File: config.mk
export PLATFORM = sky130hd
export DESIGN_NAME = sample_accumulator_flat
export DESIGN_NICKNAME = d
export VERILOG_FILES = /design/src/rtl/mojolock_pkg.sv /design/src/rtl/sample_accumulator_if.sv /design/src/rtl/sample_accumulator_acc_mean.sv /design/src/rtl/sample_accumulator.sv /design/src/flat_wrapper.sv
export SDC_FILE = /design/constraint.sdc
export NUM_CORES = 1
export LEC_CHECK = 0
export ABC_AREA = 1
export CAP_MARGIN = 30
export CORE_UTILIZATION = 63
export CTS_BUF_LIST = sky130_fd_sc_hd__clkbuf_16
export DETAILED_ROUTE_END_ITERATION = 7
export DONT_BUFFER_PORTS = 1
export HOLD_SLACK_MARGIN = 0.03
export PLACE_DENSITY = 0.79
export SYNTH_ARGS = -nofsm -noshare
export SYNTH_HDL_FRONTEND = slang
export SYNTH_SLANG_ARGS = --single-unit
File: constraint.sdc
create_clock -name clk -period 5.48 [get_ports clk]
set_input_delay 0.548 -clock clk [delete_from_list [all_inputs] [get_ports clk]]
set_output_delay 0.548 -clock clk [all_outputs]
set_load 0.02 [all_outputs]
File: src/rtl/mojolock_pkg.sv
// mojolock_pkg: shared widths, issue FSM states and the result record for sample_accumulator.
package mojolock_pkg;
  localparam int DW = 16;
  localparam int SHIFT_W = 4;
  typedef enum logic [1:0] {IDLE, START, WAIT} state_t;
  typedef struct packed {
    logic [DW-1:0]      num;
    logic [DW-1:0]      den;
    logic [SHIFT_W-1:0] shift;
  } result_t;
  localparam result_t RES_RST = '{num: '0, den: 16'd1, shift: '0};
endpackage

File: src/rtl/sample_accumulator_if.sv
// sample_accumulator_if: sample stream in, divider operands/handshake out.
interface sample_accumulator_if;
  import mojolock_pkg::*;
  logic               smp_valid;
  logic [DW-1:0]      smp_num;
  logic [DW-1:0]      smp_den;
  logic [SHIFT_W-1:0] shift_cfg;
  logic               once;
  logic [DW-1:0]      in0;
  logic [DW-1:0]      in1;
  logic [SHIFT_W-1:0] shift;
  logic               done;
  logic               busy;
  logic               dz;
  logic               overrun;
  modport master (
    input  smp_valid, smp_num, smp_den, shift_cfg, done,
    output once, in0, in1, shift, busy, dz, overrun
  );
  modport slave (
    output smp_valid, smp_num, smp_den, shift_cfg, done,
    input  once, in0, in1, shift, busy, dz, overrun
  );
endinterface

File: src/rtl/sample_accumulator_acc_mean.sv
// acc_mean: window accumulators and mean reduction; SAMPLE_ACC_ROUND_EN selects round-half-up instead of floor.
module acc_mean
  import mojolock_pkg::*;
#(
  parameter int WIN_LOG2 = 4
) (
  input  logic               clk,
  input  logic               rst_n,
  input  logic               smp_valid,
  input  logic [DW-1:0]      smp_num,
  input  logic [DW-1:0]      smp_den,
  input  logic [SHIFT_W-1:0] shift_cfg,
  output logic               win_done,
  output result_t            res,
  output logic               dz
);
  localparam int AW = DW + WIN_LOG2;
  localparam int CW = WIN_LOG2 > 0 ? WIN_LOG2 : 1;
`ifdef SAMPLE_ACC_ROUND_EN
  localparam int BIAS = (1 << WIN_LOG2) >> 1;
`else
  localparam int BIAS = 0;
`endif
  logic signed [AW-1:0] acc_num, sum_num, rnd_num;
  logic        [AW-1:0] acc_den, sum_den, rnd_den;
  logic        [CW-1:0] cnt;
  logic                 last;
  logic        [DW-1:0] mean_den;
  // The mean is the 16-bit slice above the window bits, i.e. the shifted sum truncated.
  always_comb begin
    last = WIN_LOG2 == 0 || cnt == CW'((1 << WIN_LOG2) - 1);
    win_done = smp_valid && last;
    sum_num = acc_num + AW'(signed'(smp_num));
    sum_den = acc_den + AW'(smp_den);
    rnd_num = sum_num + AW'(BIAS);
    rnd_den = sum_den + AW'(BIAS);
    mean_den = rnd_den[WIN_LOG2 +: DW];
    res.num = rnd_num[WIN_LOG2 +: DW];
    res.den = mean_den == '0 ? DW'(1) : mean_den;
    res.shift = shift_cfg;
  end
  always_ff @(posedge clk or negedge rst_n)
    if (!rst_n) begin
      acc_num <= '0;
      acc_den <= '0;
      cnt <= '0;
      dz <= 1'b0;
    end else begin
      dz <= win_done && mean_den == '0;
      if (smp_valid) begin
        acc_num <= last ? '0 : sum_num;
        acc_den <= last ? '0 : sum_den;
        cnt <= last ? '0 : cnt + 1'b1;
      end
    end
endmodule

File: src/rtl/sample_accumulator.sv
// sample_accumulator: window-averaging front end issuing mean pairs to the divider; SAMPLE_ACC_ROUND_EN enables rounding.
module sample_accumulator
  import mojolock_pkg::*;
#(
  parameter int WIN_LOG2 = 4,
  parameter int DW = 16
) (
  input logic                  clk,
  input logic                  rst_n,
  sample_accumulator_if.master bus
);
  if (DW != mojolock_pkg::DW || WIN_LOG2 < 0 || WIN_LOG2 > 8) begin : g_bad_cfg
    $error("sample_accumulator: DW must be 16 and WIN_LOG2 in 0..8");
  end
  state_t  state;
  result_t ops, pend, res;
  logic    pend_valid, win_done, once, busy, overrun, dz;
  acc_mean #(.WIN_LOG2(WIN_LOG2)) u_acc (
    .clk      (clk),
    .rst_n    (rst_n),
    .smp_valid(bus.smp_valid),
    .smp_num  (bus.smp_num),
    .smp_den  (bus.smp_den),
    .shift_cfg(bus.shift_cfg),
    .win_done (win_done),
    .res      (res),
    .dz       (dz)
  );
  always_ff @(posedge clk or negedge rst_n)
    if (!rst_n) begin
      state <= IDLE;
      ops <= RES_RST;
      pend <= RES_RST;
      pend_valid <= 1'b0;
      once <= 1'b0;
      busy <= 1'b0;
      overrun <= 1'b0;
    end else begin
      once <= 1'b0;
      overrun <= 1'b0;
      // A window arriving while the divider is occupied goes to the single pending slot.
      if (win_done && state != IDLE && !(state == WAIT && bus.done)) begin
        if (pend_valid) overrun <= 1'b1;
        else begin
          pend <= res;
          pend_valid <= 1'b1;
        end
      end
      case (state)
        IDLE: if (win_done) begin
          ops <= res;
          once <= 1'b1;
          busy <= 1'b1;
          state <= START;
        end
        START: state <= WAIT;
        WAIT: if (bus.done) begin
          if (pend_valid) begin
            ops <= pend;
            once <= 1'b1;
            state <= START;
            if (win_done) pend <= res;
            else pend_valid <= 1'b0;
          end else if (win_done) begin
            ops <= res;
            once <= 1'b1;
            state <= START;
          end else begin
            busy <= 1'b0;
            state <= IDLE;
          end
        end
        default: state <= IDLE;
      endcase
    end
  assign bus.once = once;
  assign bus.in0 = ops.num;
  assign bus.in1 = ops.den;
  assign bus.shift = ops.shift;
  assign bus.busy = busy;
  assign bus.dz = dz;
  assign bus.overrun = overrun;
endmodule

File: src/flat_wrapper.sv
// flat-port wrapper written by rule: the top's interface ports become plain ports
module sample_accumulator_flat import mojolock_pkg::*;
#(
  parameter int WIN_LOG2 = 4,
  parameter int DW = 16
)
  (clk, rst_n, bus_smp_valid, bus_smp_num, bus_smp_den, bus_shift_cfg, bus_done, bus_once, bus_in0, bus_in1, bus_shift, bus_busy, bus_dz, bus_overrun);
  sample_accumulator_if bus_i ();
  input logic clk;
  input logic rst_n;
  input wire logic [$bits(bus_i.smp_valid)-1:0] bus_smp_valid;
  input wire logic [$bits(bus_i.smp_num)-1:0] bus_smp_num;
  input wire logic [$bits(bus_i.smp_den)-1:0] bus_smp_den;
  input wire logic [$bits(bus_i.shift_cfg)-1:0] bus_shift_cfg;
  input wire logic [$bits(bus_i.done)-1:0] bus_done;
  output wire logic [$bits(bus_i.once)-1:0] bus_once;
  output wire logic [$bits(bus_i.in0)-1:0] bus_in0;
  output wire logic [$bits(bus_i.in1)-1:0] bus_in1;
  output wire logic [$bits(bus_i.shift)-1:0] bus_shift;
  output wire logic [$bits(bus_i.busy)-1:0] bus_busy;
  output wire logic [$bits(bus_i.dz)-1:0] bus_dz;
  output wire logic [$bits(bus_i.overrun)-1:0] bus_overrun;
  assign bus_i.smp_valid = bus_smp_valid;
  assign bus_i.smp_num = bus_smp_num;
  assign bus_i.smp_den = bus_smp_den;
  assign bus_i.shift_cfg = bus_shift_cfg;
  assign bus_i.done = bus_done;
  assign bus_once = bus_i.once;
  assign bus_in0 = bus_i.in0;
  assign bus_in1 = bus_i.in1;
  assign bus_shift = bus_i.shift;
  assign bus_busy = bus_i.busy;
  assign bus_dz = bus_i.dz;
  assign bus_overrun = bus_i.overrun;
  sample_accumulator #(.WIN_LOG2(WIN_LOG2), .DW(DW)) u_core (.clk(clk), .rst_n(rst_n), .bus(bus_i));
endmodule
# Word level (Yosys, flattened, before mapping)
# Index checks and enable logic that the tools add are counted.
[op_classes]
bitwise_logic = 0
add_sub_neg = 3
magnitude_cmp = 0
div = 0
n_reduce_logical = 13
muxes = 35
multipliers = 0
shifts = 0
eq_ne = 7
[op_table]
columns = ["operator", "count"]
rows = [
  ["$mux 36", 9],
  ["$pmux 36 s2", 1],
  ["$add 20x16->20", 2],
  ["$mux 20", 2],
  ["$logic_not 16->1", 1],
  ["$mux 16", 1],
  ["$mux 1", 15],
  ["$ne 2x2->1 const B", 4],
  ["$mux 2", 3],
  ["$pmux 2 s3", 1],
  ["$logic_and 1x1->1", 5],
  ["$reduce_and 5->1", 1],
  ["$add 4x1->4 const B", 1],
  ["$eq 4x4->1 const B", 1],
  ["$mux 4", 1],
  ["$pmux 1 s2", 2],
  ["$reduce_and 2->1", 2],
  ["$reduce_bool 2->1", 2],
  ["$eq 2x1->1 const B", 1],
  ["$eq 2x2->1 const B", 1],
  ["$logic_not 2->1", 1],
  ["$logic_not 1->1", 1],
]
[totals]
latchBits = 0
input_bits = 40
rom_bits = 0
mem_bits_rw = 0
ff_bits = 123
n_memories = 0
word_cells = 73

# Logic depth before layout (Yosys ltp)
[depth]
ltp_word = 9
ltp_mapped = 19
depth_no_buf = 19

# Modules after synthesis
# Synthesis repeated with hierarchy kept, for this count alone.
[unflattened]
cells_unflattened = 1282
area_unflattened_um2 = 8653.3
[modules_own_cells]
columns = ["mod", "seq_area_each_um2", "cells_each", "area_per_inst_um2", "n_inst"]
rows = [
  ["sample_accumulator", 1954.4, 664, 4533.1, 1],
  ["acc_mean", 1126.1, 618, 4120.2, 1],
]

# Worst setup path before layout
# Ideal clock, no wire load.
[synth_path]
path_kind = "input port to flip-flop"
start = "input bus_smp_num[0]"
end = "register u_core.pend[32] (netlist bit)"
arrival_time_ns = 2.336
path_buffers = 0
setup_ns = 0.118
setup_slack_ns = 3.027
path_stages = 13
path_cell_list = "ha_1 > fa_1 > nand3_1 > nand2_1 > a21boi_1 > o21bai_1 > inv_1 > o21ai_0 > or2_2 > nand3_1 > nor2_1 > a21oi_1 > inv_1"
[synth_between]
elab_chain_cells = 7
[synth_rtl]
columns = ["item", "line_no", "rtl"]
rows = [
  ["from (decl)", "flat_wrapper.sv:12", "input wire logic [$bits(bus_i.smp_num)-1:0] bus_smp_num;"],
  ["$add 20x16->20 *", "sample_accumulator_acc_mean.sv:33", "sum_num = acc_num + AW'(signed'(smp_num));"],
  ["$mux 36", "sample_accumulator.sv:43", "if (pend_valid) overrun <= 1'b1;"],
  ["$mux 36", "sample_accumulator.sv:42", "if (win_done && state != IDLE && !(state == WAIT && bus.done)) begin"],
  ["$mux 36", "sample_accumulator.sv:62", "if (win_done) pend <= res;"],
  ["$mux 36", "sample_accumulator.sv:58", "if (pend_valid) begin"],
  ["$mux 36", "sample_accumulator.sv:57", "WAIT: if (bus.done) begin"],
  ["$mux 36 *", "sample_accumulator.sv:49", "case (state)"],
  ["to (signal assigned)", "sample_accumulator.sv:45", "pend <= res;"],
  ["to (signal assigned)", "sample_accumulator.sv:62", ""],
  ["to (decl)", "sample_accumulator.sv:16", "result_t ops, pend, res;"],
]
# Mark *: on every way between the ends. The rest lies on a longest branch, timed or not.
# A chain may end at the register's enable or synchronous reset.

# Worst setup path in the final report
[layout_path]
start = "register u_core.state[0]"
end = "register u_core.pend[33] (netlist bit)"
[layout_between]
elab_chain_cells = 9
word_cells_on_any_way = 11
[layout_rtl]
columns = ["item", "line_no", "rtl"]
rows = [
  ["from (decl)", "sample_accumulator.sv:15", "state_t state;"],
  ["from (signal assigned)", "sample_accumulator.sv:31", "state <= IDLE;"],
  ["from (signal assigned)", "sample_accumulator.sv:54", "state <= START;"],
  ["from (signal assigned)", "sample_accumulator.sv:56", "START: state <= WAIT;"],
  ["$eq 2x2->1", "sample_accumulator.sv:42, sample_accumulator.sv:49", ""],
  ["$logic_and 1x1->1", "sample_accumulator.sv:42", ""],
  ["$logic_not 1->1", "sample_accumulator.sv:42", ""],
  ["$logic_and 1x1->1", "sample_accumulator.sv:42", ""],
  ["$mux 36", "sample_accumulator.sv:42", ""],
  ["$mux 36", "sample_accumulator.sv:62", ""],
  ["$mux 36", "sample_accumulator.sv:58", ""],
  ["$mux 36", "sample_accumulator.sv:57", ""],
  ["$mux 36 *", "sample_accumulator.sv:49", ""],
]
# Marks and branches as above.

==> impl.org <==
** Clock network
- Number of sinks driven by the clock tree :: 123
- Clock latency reported for the late side of the worst-skew pair :: 0.43 ns
- TritonCTS built the clock tree.
- Htree depth :: 4
- Gates resized during post-CTS repair numbered 0.
- Clock slew at the register clock pins of the worst setup and hold paths :: 0.06 ns
- Post-CTS timing repair inserted 0 buffers for setup.
- In this run the clock root is driven by a sky130_fd_sc_hd__clkbuf_16.
- Longest Clk Path Bufs :: 2
- Hold-fix buffers, CTS :: 1
- Inserted Clock Buffers :: 17

** Global routing
- Via count of the first global-routing pass :: 6294
- Global route overflow :: 0
- Entering global routing, the biggest net connects 124 pins.
- Total global routing track utilization :: 31.4%
- Initial antenna violation count :: 0
- The first global-routing pass estimated 30400 µm of wire.

** Yosys
- In this run the cell area of the synthesized design comes to 7550 µm².
- Syn_nets :: 1079
- Cell count after synthesis :: 1001
- Yosys warns :: 0
- Leading area contributor after synthesis :: sky130_fd_sc_hd__dfrtp_1
- Summing the sequential cell areas from Yosys gives 40.8% of the chip area.
- In this run, synthesis produced a sequential element count of 123.
- Avg Inst Size Synth :: 7.54 µm²
- Synthesis instantiated 41 different standard cells from the library.
- Leading cell types by total area after synthesis :: sky130_fd_sc_hd__dfrtp_1 40%, sky130_fd_sc_hd__nand2_1 13%, sky130_fd_sc_hd__inv_1 6.2%
- Area share of the largest cell type after synthesis :: 40.1%

** Status
- Failing checks :: design-rule violations
- The flow ran to the end, but the final reports show violations.

** Placement
- In this run the tool buffered the top-level ports with 0 buffer cells.
- Detailed placer's ending HPWL :: 12900 µm
- Final RePlAce weighted congestion :: 0.985

** Critical path
- Type of the worst setup path :: flop to flop
- Register-to-register setup slack :: 2.21 ns
- Critical Path AT :: 3.59 ns
- Kind of end point of the critical path :: flop
- Crit path required time :: 5.80 ns
- Worst-path maximum fanout :: 48
- STA classifies the critical path startpoint as a flop.

** Timing
- Post-Route Skew :: 0.00842 ns
- Tcrit/Tclk final :: 59.7%
- Headroom to the max-slew limit came out at 39.6%.
- Highest clock frequency the design can meet :: 306 MHz
- Total Negative Setup Slacks :: 0 ns
- WHS :: 0.0315 ns
- For the pin with the worst max-slew slack, the measured transition is 0.904 ns.
- Setup repair after global routing missed its margin :: no
- For the finished layout, the period the worst path requires is 3.27 ns.
- The count of final max-slew check failures is 0.
- Count of endpoints failing setup in the final report :: 0
- Number of failing hold endpoints at the final stage :: 0

** Routing
- For this run, the detailed router's first-pass iteration total came to 7.
- The final layout contains routed wiring with a total length of 18500 µm.
- Count of vias placed by the detailed router :: 6697
- In the routed layout, each cell is associated on average with a via count of 5.85.
- Detailed-route wire length per cell :: 16.2 µm
- Iteration-0 DRC Markers :: 470
- Antenna viol nets, final :: 0
- For this run, design rule violations remaining after detail routing come to 3.

** Hold path
- Worst hold-check path type :: input port to asynchronous set/reset pin

** Power and ir drop
- The clock network is responsible for 21.0% of the overall power.
- Total power :: 0.00502 W
- Power density over the cells :: 613 nW/µm²
- Switching Share :: 46.3%
- VDD IR-drop max :: 385 µV
- Combinational logic is responsible for 44.6% of the overall power.
- In this run the static leakage power is 4.08 nW.
- Sequential cells account for 34.4% of the total power.
- In this run the power spent charging and discharging nets is 0.00232 W.
- Cell internal power was estimated by the tool at 0.00270 W.

** Floorplan
- Starting Density :: 65.3%
- In this run the horizontal extent of the chip is 111 µm.
- The core region is 11600 µm².
- 80 I/O pins were placed.
- The die covers 12400 µm².
- Core Rows :: 39
- The floorplan step set the die height to 111 µm.

** Cells and area
- Layout net count :: 1067
- Compared with the post-synthesis result, the final layout area differs by 8.37%.
- Antenna Cells :: 0
- Fill cells in the final layout number 959.
- Cells fill 70.7% of the core in the end.
- Of the cells placed in the final design, the portion with a size suffix greater than 1 is 5.29%.

** Run
- Max-cap violations in this run came to 0.
## through the flow
step	std cells	worst slack, ns	cell area [µm²]
final	1145	2.21	8180
after global routing	1145	1.89	8180
after CTS	1145	2.28	8180
after detailed placement	1112	2.10	7600
after global placement	1112	2.20	7600
after floorplan	1001	3.03	7550
## synth_stat cells
cell                       number
sky130_fd_sc_hd__a211oi_1       1
sky130_fd_sc_hd__a21boi_0       1
sky130_fd_sc_hd__a21boi_1       2
sky130_fd_sc_hd__a21o_1         7
sky130_fd_sc_hd__a21oi_1       76
sky130_fd_sc_hd__a22o_1         6
sky130_fd_sc_hd__a31oi_1        3
sky130_fd_sc_hd__a32o_1         4
sky130_fd_sc_hd__and2_1         5
sky130_fd_sc_hd__buf_1          4
sky130_fd_sc_hd__buf_2          4
sky130_fd_sc_hd__buf_6          1
sky130_fd_sc_hd__clkbuf_1      25
sky130_fd_sc_hd__dfrtp_1      121
sky130_fd_sc_hd__dfstp_2        2
sky130_fd_sc_hd__fa_1           2
sky130_fd_sc_hd__ha_1          36
sky130_fd_sc_hd__inv_1        124
sky130_fd_sc_hd__inv_2          7
sky130_fd_sc_hd__inv_4          1
sky130_fd_sc_hd__nand2_1      254
sky130_fd_sc_hd__nand2_4        1
sky130_fd_sc_hd__nand3_1       39
sky130_fd_sc_hd__nand3_2        1
sky130_fd_sc_hd__nand3b_1       5
sky130_fd_sc_hd__nand4_1        9
sky130_fd_sc_hd__nor2_1        64
sky130_fd_sc_hd__nor2_2         1
sky130_fd_sc_hd__nor2_4         2
sky130_fd_sc_hd__nor2_8         1
sky130_fd_sc_hd__nor3_1         4
sky130_fd_sc_hd__nor4_1         1
sky130_fd_sc_hd__o211ai_1      27
sky130_fd_sc_hd__o21ai_0       89
sky130_fd_sc_hd__o21ai_1       11
sky130_fd_sc_hd__o21bai_1       4
sky130_fd_sc_hd__o221ai_1      11
sky130_fd_sc_hd__o22ai_1       23
sky130_fd_sc_hd__or2_2          4
sky130_fd_sc_hd__xnor2_1        6
sky130_fd_sc_hd__xor2_1        12
## path summary, 6_finish.rpt
kind / startpoint / endpoint / depth (start not counted)
setup / recovery: u_core.state[0]$_DFFE_PN0P_ / u_core.pend[33]$_DFF_PN0_ / 14
hold / removal: rst_n / u_core.u_acc.acc_den[2]$_DFFE_PN0P_ / 1
setup reg to reg: u_core.state[0]$_DFFE_PN0P_ / u_core.pend[33]$_DFF_PN0_ / 14
hold reg to reg: u_core.state[1]$_DFFE_PN0P_ / u_core.state[1]$_DFFE_PN0P_ / 1
max in group asynchronous: rst_n / u_core.pend[34]$_DFF_PN0_ / 1
min in group clk: bus_smp_valid / u_core.u_acc.acc_den[19]$_DFFE_PN0P_ / 1
## cells in the final DEF, fill, tap and decap left out, drive strengths merged, types with 2 or more instances in the layout
cell and n:
dfrtp 121, buf 3, a31oi 3, clkinvlp 5, nand2 255, o22ai 23
inv 134, fa 2, xor2 12, ha 36, o21bai 4, nand3b 5
nand4 9, o221ai 11, nor3 4, a21oi 76, a21boi 3, dfstp 2
nor2 68, a21o 7, xnor2 6, or2 4, a22o 6, o211ai 27
a32o 4, clkinv 7, o21ai 100, nand3 40, clkbuf 17, and2 5
## routing by layer
metal,track usage [%],routed length [µm],vias to the layer above
met5,0,0,-
met4,13.2,467,0
met3,7.46,972,44
met2,52.3,8930,206
met1,39.3,8180,3115
li1,-,-,3332
## registers in the layout (all words and copies together), names as in the netlist
| signal | count |
|---|---|
| u_core.pend_valid | 1 |
| u_core.u_acc.acc_den | 20 |
| u_core.pend | 36 |
| u_core.state | 2 |
| u_core.u_acc.cnt | 4 |
| u_core.u_acc.acc_num | 20 |
| u_core.bus.in1 | 16 |
| u_core.bus.shift | 4 |
| u_core.bus.overrun | 1 |
| u_core.u_acc.dz | 1 |
| u_core.bus.once | 1 |
| u_core.bus.in0 | 16 |
| u_core.bus.busy | 1 |
## power groups by stage
stage | Combinational (W) | Sequential [W] | Clock [W]
4_1_cts | 0.00221 | 0.00172 | 0.00106
5_1_grt | 0.00251 | 0.00177 | 0.00110
3_3_place_gp | 0.00215 | 0.00172 | 0
6_report | 0.00224 | 0.00172 | 0.00105
3_5_place_dp | 0.00217 | 0.00173 | 0
2_1_floorplan | 0.00169 | 0.00165 | 0
## cell type report
class                           count  area (µm²)  area share, %
Multi-Input combinational cell    712        3830           46.8
Clock buffer                       17         425           5.20
Inverter                          132         498           6.09
Sequential cell                   123        3080           37.7
Timing Repair Buffer                3        42.5          0.520
Tap cell                          143         179           2.19
Clock inverter                     15         125           1.53
## worst max-delay path, cell delays in order, from the launching register on
cell	delay (ns)
sky130_fd_sc_hd__dfrtp_1	0.37
sky130_fd_sc_hd__nor2_1	0.14
sky130_fd_sc_hd__nand2_1	0.08
sky130_fd_sc_hd__nand2_1	0.55
sky130_fd_sc_hd__inv_2	0.50
sky130_fd_sc_hd__nor2_2	0.20
sky130_fd_sc_hd__inv_2	0.07
sky130_fd_sc_hd__nor2_4	0.09
sky130_fd_sc_hd__inv_2	0.13
sky130_fd_sc_hd__nand2_4	0.20
sky130_fd_sc_hd__inv_4	0.10
sky130_fd_sc_hd__nor2_8	0.19
sky130_fd_sc_hd__inv_2	0.20
sky130_fd_sc_hd__a21oi_1	0.25
sky130_fd_sc_hd__inv_1	0.06
## cell families after synthesis
kind of cell             after synthesis  share of synthesized area, %
AND/OR/NAND/NOR                      391                          21.7
AO/OA/AOI/OAI                        265                          20.5
buffers and inverters                166                          8.45
flip-flops                           123                          40.8
adder cells (fa/ha/maj)               38                          6.50
XOR/XNOR                              18                          2.09
Note: power is estimated with default switching activity, not from simulation.
